--- src/rtl/axi_wr_router.sv ---
// -----------------------------------------------------------------------------
// axi_wr_router
//
// Write-side address router that sits behind the AXI-to-BRAM write bridge.
// The early burst address picks one of four targets:
//   BRAM port, 32-bit command FIFO, eight control registers, or nothing.
// Single-word writes are then steered by the registered select.
// dev_ready throttles the bridge when the command FIFO is nearly full.
//
// Parameters
//   ADDRESS_BITS    word-address width of the bridge (>= 6)
//   FIFO_DEPTH_BITS log2 of the command FIFO depth
//
// Ports
//   aclk, rst                  clock, async active-high reset
//   pre_awaddr, start_burst    early burst address and its qualifier
//   dev_ready                  combinatorial ready back to the bridge
//   wen, waddr, wstb, wdata    single-word write
//   mem_*                      BRAM write port (combinatorial)
//   cmd_data, cmd_valid        command FIFO head
//   cmd_ready                  command FIFO pop
//   ctrl_regs, ctrl_wr         control registers and per-register write pulse
//   fifo_ovf, ovf_clr          sticky FIFO overflow flag and its clear
//   unmapped_cnt               saturating unmapped-write counter
//
// Optional feature macro: AXI_WR_ROUTER_ERRCNT_EN adds the unmapped_cnt port.
// -----------------------------------------------------------------------------
module axi_wr_router #(
    parameter int ADDRESS_BITS    = 10,
    parameter int FIFO_DEPTH_BITS = 4
) (
    input  logic                    aclk,
    input  logic                    rst,
    input  logic [ADDRESS_BITS-1:0] pre_awaddr,
    input  logic                    start_burst,
    output logic                    dev_ready,
    input  logic                    wen,
    input  logic [ADDRESS_BITS-1:0] waddr,
    input  logic [3:0]              wstb,
    input  logic [31:0]             wdata,
    output logic [ADDRESS_BITS-2:0] mem_waddr,
    output logic                    mem_wen,
    output logic [3:0]              mem_wstb,
    output logic [31:0]             mem_wdata,
    output logic [31:0]             cmd_data,
    output logic                    cmd_valid,
    input  logic                    cmd_ready,
    output logic [255:0]            ctrl_regs,
    output logic [7:0]              ctrl_wr,
    output logic                    fifo_ovf,
`ifdef AXI_WR_ROUTER_ERRCNT_EN
    output logic [15:0]             unmapped_cnt,
`endif
    input  logic                    ovf_clr
);

    localparam int DEPTH = 1 << FIFO_DEPTH_BITS;
    localparam int CNT_W = FIFO_DEPTH_BITS + 1;
    localparam logic [FIFO_DEPTH_BITS-1:0] PTR_INC   = FIFO_DEPTH_BITS'(1);
    localparam logic [CNT_W-1:0]           CNT_INC   = CNT_W'(1);
    localparam logic [CNT_W-1:0]           CNT_FULL  = CNT_W'(DEPTH);
    // Two writes may still land after dev_ready drops (bridge registers it).
    localparam logic [CNT_W-1:0]           CNT_LIMIT = CNT_W'(DEPTH - 3);

    typedef enum logic [1:0] {
        SEL_MEM  = 2'd0,
        SEL_CMD  = 2'd1,
        SEL_REG  = 2'd2,
        SEL_NONE = 2'd3
    } sel_t;

    function automatic sel_t dec(input logic [ADDRESS_BITS-1:0] a);
        sel_t s;
        if (!a[ADDRESS_BITS-1])
            s = SEL_MEM;
        else if (!a[ADDRESS_BITS-2])
            s = SEL_CMD;
        else if (a[ADDRESS_BITS-3:3] == '0)
            s = SEL_REG;
        else
            s = SEL_NONE;
        return s;
    endfunction

    sel_t sel_r;
    sel_t sel_next;

    logic [31:0]                fifo_mem [DEPTH];
    logic [FIFO_DEPTH_BITS-1:0] wr_ptr;
    logic [FIFO_DEPTH_BITS-1:0] rd_ptr;
    logic [CNT_W-1:0]           fifo_cnt;
    logic                       fifo_full;
    logic                       cmd_room;
    logic                       push;
    logic                       pop;
    logic                       push_ok;

    logic [31:0] regs [8];
    logic        reg_wr;

    // Address bits that no decode or routing path needs.
    logic unused_bits;
    assign unused_bits = ^{pre_awaddr[2:0], waddr[ADDRESS_BITS-1]};

    // ---------------------------------------------------------------- select
    assign sel_next = dec(pre_awaddr);

    always_ff @(posedge aclk or posedge rst) begin
        if (rst)
            sel_r <= SEL_MEM;
        else if (start_burst)
            sel_r <= sel_next;
    end

    assign fifo_full = (fifo_cnt == CNT_FULL);
    assign cmd_room  = (fifo_cnt <= CNT_LIMIT);

    // The queued burst may throttle the current one; the FIFO drain unblocks it.
    assign dev_ready = ((sel_r != SEL_CMD) || cmd_room) &&
                       ((sel_next != SEL_CMD) || cmd_room);

    // ------------------------------------------------------------------ BRAM
    assign mem_wen   = wen && (sel_r == SEL_MEM);
    assign mem_waddr = waddr[ADDRESS_BITS-2:0];
    assign mem_wstb  = wstb;
    assign mem_wdata = wdata;

    // ------------------------------------------------------------------ FIFO
    assign push      = wen && (sel_r == SEL_CMD);
    assign cmd_valid = (fifo_cnt != '0);
    assign pop       = cmd_ready && cmd_valid;
    // A full FIFO still takes a push when the same cycle frees a slot.
    assign push_ok   = push && (!fifo_full || pop);
    assign cmd_data  = fifo_mem[rd_ptr];

    always_ff @(posedge aclk) begin
        if (push_ok)
            fifo_mem[wr_ptr] <= wdata;
    end

    always_ff @(posedge aclk or posedge rst) begin
        if (rst) begin
            wr_ptr   <= '0;
            rd_ptr   <= '0;
            fifo_cnt <= '0;
            fifo_ovf <= 1'b0;
        end else begin
            if (push_ok)
                wr_ptr <= wr_ptr + PTR_INC;
            if (pop)
                rd_ptr <= rd_ptr + PTR_INC;
            case ({push_ok, pop})
                2'b10:   fifo_cnt <= fifo_cnt + CNT_INC;
                2'b01:   fifo_cnt <= fifo_cnt - CNT_INC;
                default: fifo_cnt <= fifo_cnt;
            endcase
            if (ovf_clr)
                fifo_ovf <= 1'b0;
            else if (push && !push_ok)
                fifo_ovf <= 1'b1;
        end
    end

    // ------------------------------------------------------------- registers
    assign reg_wr = wen && (sel_r == SEL_REG);

    always_ff @(posedge aclk or posedge rst) begin
        if (rst) begin
            for (int i = 0; i < 8; i++)
                regs[i] <= '0;
            ctrl_wr <= '0;
        end else begin
            if (reg_wr) begin
                for (int b = 0; b < 4; b++)
                    if (wstb[b])
                        regs[waddr[2:0]][8*b +: 8] <= wdata[8*b +: 8];
                ctrl_wr <= 8'b1 << waddr[2:0];
            end else begin
                ctrl_wr <= '0;
            end
        end
    end

    always_comb begin
        ctrl_regs = '0;
        for (int i = 0; i < 8; i++)
            ctrl_regs[32*i +: 32] = regs[i];
    end

    // ------------------------------------------------------- unmapped count
`ifdef AXI_WR_ROUTER_ERRCNT_EN
    always_ff @(posedge aclk or posedge rst) begin
        if (rst)
            unmapped_cnt <= '0;
        else if (wen && (sel_r == SEL_NONE) && (unmapped_cnt != 16'hFFFF))
            unmapped_cnt <= unmapped_cnt + 16'd1;
    end
`endif

endmodule

--- config.mk ---
export PLATFORM = sky130hd
export DESIGN_NAME = axi_wr_router
export DESIGN_NICKNAME = d
export VERILOG_FILES = /design/src/rtl/axi_wr_router.sv
export SDC_FILE = /design/constraint.sdc
export NUM_CORES = 1
export LEC_CHECK = 0
export ABC_AREA = 1
export BUFFER_PORTS_ARGS = -buffer_cell sky130_fd_sc_hd__buf_2
export CAP_MARGIN = 0
export CELL_PAD_IN_SITES_DETAIL_PLACEMENT = 1
export CELL_PAD_IN_SITES_GLOBAL_PLACEMENT = 1
export CORE_MARGIN = 3
export CORE_UTILIZATION = 50
export DETAILED_ROUTE_END_ITERATION = 12
export PLACE_DENSITY = 0.9
export SLEW_MARGIN = 20
export SYNTH_ARGS = -nofsm -noshare
export SYNTH_HDL_FRONTEND = slang
export SYNTH_SLANG_ARGS = --single-unit
--- constraint.sdc ---
create_clock -name aclk -period 15.2 [get_ports aclk]
set_input_delay 3.04 -clock aclk [delete_from_list [all_inputs] [get_ports aclk]]
set_output_delay 3.04 -clock aclk [all_outputs]
set_load 0.03 [all_outputs]
* After elaboration in Yosys (flattened, before gate mapping) *
Memory sizes are Yosys's and may differ from the RTL's.
Cells that the tools add are included.

storage, ports and cells
  output and inout bits = 345
  memories = 1
  RAM bits = 512
  register bits after elaboration = 280
  word-level logic and storage cells = 77
  bits of input ports = 62

memories
  memory    words  bits a word  rd ports  clocked after memory_dff  write ports  RTL line  text
  fifo_mem  16     32           1         0                         1            88        logic [31:0] fifo_mem [DEPTH];

operators by class
  bitwise logic cells = 1
  mux-type cells = 28
  shift operators = 1
  order comparisons = 3
  equal/unequal tests = 7
  add/sub/neg operators = 4
  reductions and logical operators = 18

operators by type and width
  kind                                                                               count
  256-bit two-way mux                                                                7
  256-bit bitwise mux                                                                4
  32-bit demux with 3-bit select                                                     4
  32-bit two-way mux                                                                 1
  24-bit two-way mux                                                                 1
  16-bit two-way mux                                                                 1
  8-bit two-way mux                                                                  2
  5-bit one-hot mux with 2 select lines                                              1
  4-bit by 1-bit adder with 4-bit output (second input constant)                     2
  1-bit logical AND                                                                  8
  1-bit by 3-bit << shifter with 8-bit output (first input constant)                 1
  5-bit by 1-bit adder with 5-bit output (second input constant)                     1
  5-bit equality test (second input constant)                                        1
  5-bit by 4-bit less-or-equal comparator with 1-bit output (second input constant)  1
  5-bit logical NOT                                                                  1
  1-bit two-way mux                                                                  5
  5-bit nonzero test                                                                 1
  5-bit by 1-bit subtractor with 5-bit output (second input constant)                1
  2-bit by 1-bit equality test with 1-bit output (second input constant)             2
  2-bit equality test (second input constant)                                        2
  4-bit >= comparator (second input constant)                                        1
  4-bit by 1-bit < comparator with 1-bit output (second input constant)              1
  2-bit two-way mux                                                                  2
  2-bit by 1-bit inequality test with 1-bit output (second input constant)           2
  5 further kinds                                                                    9

* Depth between registers and ports, before layout *
  depth after elaboration = 16
  depth in mapped cells = 14

* Least setup slack after synthesis *
OpenSTA, ideal clock, no wires.

  path kind = input port to output port
  start = input port wen
  end = output port mem_wen
  data required time = 12.160 ns
  slack = 8.437 ns
  stages = 2
  arrival time = 3.723 ns
  path buffers = 0
  path through = inv_1 -> nor3_1

on the way
  longest elaborated chain between the ends = 1

ends and longest elaborated chain
  item                RTL line  text
  start: declaration  37        input logic wen,
  1-bit logical AND   123       assign mem_wen = wen && (sel_r == SEL_MEM);
  end: declaration    42        output logic mem_wen,

No other way between the ends.

* Worst setup path in the final report *
  start = register rd_ptr[0]
  end = output port cmd_data[26]

on the way
  longest elaborated chain between the ends = 1

ends and longest elaborated chain
  item                      RTL line  text
  start: declaration        90        logic [FIFO_DEPTH_BITS-1:0] rd_ptr;
  start signal: assignment  151       rd_ptr <= rd_ptr + PTR_INC;
  memory 16 x 32 bit        n/a
  end: declaration          45        output logic [31:0] cmd_data,

No other way between the ends.

==> results_dict.tcl <==
set metrics [dict create \
    critPathKind "reg -> out" \
    dr_total_vias 24100 \
    worst_ep_arrival_time_ns 4.75 \
    min_period_over_period_pct 51.3 \
    min_to "ctrl_regs[95]" \
    hold_depth 2 \
    clk_pin_slew_ns 0.06 \
    setup_viol 0 \
    grt_use_total_pct 35.6 \
    synth_seq_cells 792 \
    p_leak_nw 14.5 \
    gr-total-overflow 0 \
    r2r_setup_slack_ns 12.17 \
    max_freq_ghz 0.128 \
    post_drt_wl_per_cell_um 30.8 \
    setup_tns_ns 0 \
    tritoncts "built" \
    hold_viol 0 \
    hold_path_class "reg -> reg" \
    rows 90 \
    cts-resized-gates 0 \
    area_delta_synth_final_pct 16.1 \
    dp_slack_ns 8.31 \
    switching_power_mw 2.57 \
    layout_setup_ws_ns 7.41 \
    antenna_found_initial 2 \
    syn_avg_cell_area_um2 12.0 \
    netlist_top_cells_area "edfxtp_1 50%, dfrtp_1 23%, o21ai_0 8.4%, nor2_1 4.7%, nand2_1 4.3%" \
    die_x_um 254 \
    layout_min_cycle_time_ns 7.79 \
    drive_gt1_share_pct 19.2 \
    synth.cell_area_um2 30700 \
    clockBufferDepth 3 \
    totalWireLength_mm 115 \
    startpoint "rd_ptr[0]" \
    ir_worst_vdd_v 0.000136 \
    switching_share_pct 38.8 \
    end_kind "primary output" \
    fin_nets 2954 \
    powerDensity_nw_per_um2 186 \
    max_stage_delay_ns 1.04 \
    drc 0 \
    clock_latency_ns 0.63 \
    skew_ns 0.0300 \
    h-tree-depth 3 \
    initial_core_util_pct 50.7 \
    grt_max_degree 162 \
    synth_cells 2569 \
    ioPinCount 407 \
    final_antenna_net_count 0 \
    status "completed" \
    ys_warn_count 0 \
    yosysSeqAreaShare_pct 72.8 \
    hp-start "ctrl_regs[95]" \
    cap_violations 0 \
    grt_pass1_wl_mm 170 \
    crit_path_max_fanout 99 \
    reg2regPathDepth 8 \
    cts_hold_buf 0 \
    die_h_um 254 \
    grt_pass1_vias 26100 \
    dpl.hpwl_mm 63.5 \
    rsz0062_at_grt "false" \
    avgViaCountPerCell 6.45 \
    slew_viol_final 0 \
    port_buffers 390 \
    required_ns 12.16 \
    ys_types 31 \
    crit_chain "buf_4 -> buf_4 -> o21ai_0 -> o211ai_1 -> nand3_1 -> nand2_1 -> buf_2" \
    yosys.area.top_type "edfxtp_1" \
    dieArea_um2 64500 \
    combPwrFrac_pct 30.8 \
    cts_setup_buffers 0 \
    p_clk_share_pct 30.2 \
    yosysTopAreaCellShare_pct 50.0 \
    slowest_stage "dfrtp_4" \
    worst_r2r_endpoint "fifo_mem[1][12]" \
    r2r-start "sel_r[1]" \
    worst_pin_slew_ns 1.07 \
    crit_path_frequent_cell "buf_4" \
    numCtsBuffers 79 \
    fill_cells 6093 \
    intPower_mw 4.06 \
    relSlewSlack_pct 28.8 \
    cp-start-kind "flop" \
    firstDrtPassIters 6 \
    place.gp.congestion 0.885 \
    clock-sinks 792 \
    p_seq_share_pct 39.0 \
    drtIter0Drc 2873 \
    core-area_um2 60600 \
    cts-root-buf "clkbuf_16" \
    synth_nets 2640 \
]
sequential cells by signal, summed over array words and instances (netlist names):
signal	flops
sel_r	2
wr_ptr	4
rd_ptr	4
ctrl_regs	256
fifo_mem	512
ctrl_wr	8
fifo_ovf	1
fifo_cnt	5
final cells by class:
type / count / area, um^2 / area share (%)
flip-flops and latches: 792 / 22400 / 62.7
multi-input cells: 1507 / 7230 / 20.3
clock buffers: 100 / 2210 / 6.20
repair buffers: 418 / 2170 / 6.07
well taps: 782 / 978 / 2.74
clock inverters: 43 / 369 / 1.03
inverters: 85 / 338 / 0.946
diodes: 4 / 10.0 / 0.0280
worst max-delay path, delay by kind of cell (launching register included):
kind            cells  cell delay [ns]
buf+inv             3             1.91
flops               1             1.04
compound gates      2             0.70
simple gates        2             0.25
synth_stat cells:
cell and count:
clkbuf_1 99, nor2_2 2, buf_1 11, a21oi_1 24, nor2_1 381, nor3_4 1
or2_4 1, inv_1 84, buf_4 45, nand4_1 1, o21ai_0 513, nand3_1 74
o21ai_1 3, nor3_1 2, xnor2_1 1, xor2_1 7, buf_6 4, nand2_1 349
o2bb2ai_1 1, ha_1 8, nand3b_1 1, dfrtp_1 280, nor3_2 5, edfxtp_1 512
o211ai_1 128, o22ai_1 2, fa_1 1, buf_2 26, a21o_1 1, inv_2 1
and3_1 1
routing by layer:
| metal | vias to the layer above | GRT usage, % | part of all wire (%) |
|---|---|---|---|
| li1 | 9583 | - | - |
| met1 | 12200 | 42.0 | 34 |
| met2 | 1831 | 58.7 | 49 |
| met3 | 494 | 9.81 | 11 |
| met4 | 0 | 21.1 | 6.4 |
| met5 | - | 0 | 0 |
worst max path at each step:
| stage | endpoint | slack [ns] | depth (start not counted) |
|---|---|---|---|
| floorplan | ctrl_regs[0] | 4.44 | 1 |
| global placement | mem_wdata[8] | 8.52 | 2 |
| detailed placement | cmd_data[16] | 8.31 | 9 |
| CTS | cmd_data[26] | 7.58 | 7 |
| global route | cmd_data[26] | 7.27 | 7 |
| finish | cmd_data[26] | 7.41 | 7 |
power groups by stage:
| stage | Clock (mW) | Combinational [mW] | Sequential [mW] |
|---|---|---|---|
| after floorplan | 0 | 1.16 | 2.68 |
| after global placement | 0 | 1.80 | 2.59 |
| after detailed placement | 0 | 1.94 | 2.61 |
| after CTS | 2.00 | 2.02 | 2.58 |
| after global routing | 2.08 | 2.18 | 2.59 |
| final | 2.00 | 2.05 | 2.59 |
per-stage QoR:
step / cell area [um^2] / hold slack (ns) / power [mW] / utilization, % / cells
floorplan: 30700 / 0.483 / 3.84 / - / 2569
global placement: 33100 / 0.463 / 4.39 / 54.6 / 3584
detailed placement: 33100 / 0.468 / 4.55 / 54.6 / 3584
CTS: 35700 / 0.491 / 6.60 / 58.9 / 3727
global route: 35700 / 0.524 / 6.85 / 58.9 / 3729
finish: 35700 / 0.486 / 6.63 / 58.9 / 3731
cells by family (layout without fill, tap and decap cells):
| group | count (synthesis) | count (layout) | share of synthesized area, % |
|---|---|---|---|
| buf+inv | 270 | 646 | 4.05 |
| xor+xnor | 8 | 8 | 0.228 |
| simple gates | 818 | 818 | 10.5 |
| other cells | 0 | 4 | 0 |
| compound gates | 672 | 672 | 12.0 |
| flops | 792 | 792 | 72.8 |
| fa+ha+maj | 9 | 9 | 0.391 |
layout by cell type (no fill, tap or decap), drive strengths merged:
master / n
clkinv: 33
diode: 4
o22ai: 2
a21o: 1
o21ai: 516
a21oi: 24
o211ai: 128
nand4: 1
fa: 1
edfxtp: 512
buf: 418
xnor2: 1
nor3: 8
nand3b: 1
bufinv: 6
ha: 8
clkbuf: 100
or2: 1
clkinvlp: 4
xor2: 7
o2bb2ai: 1
inv: 85
and3: 1
nand2: 349
nor2: 383
dfrtp: 280
nand3: 74
Power figures use the tool's default switching activity.
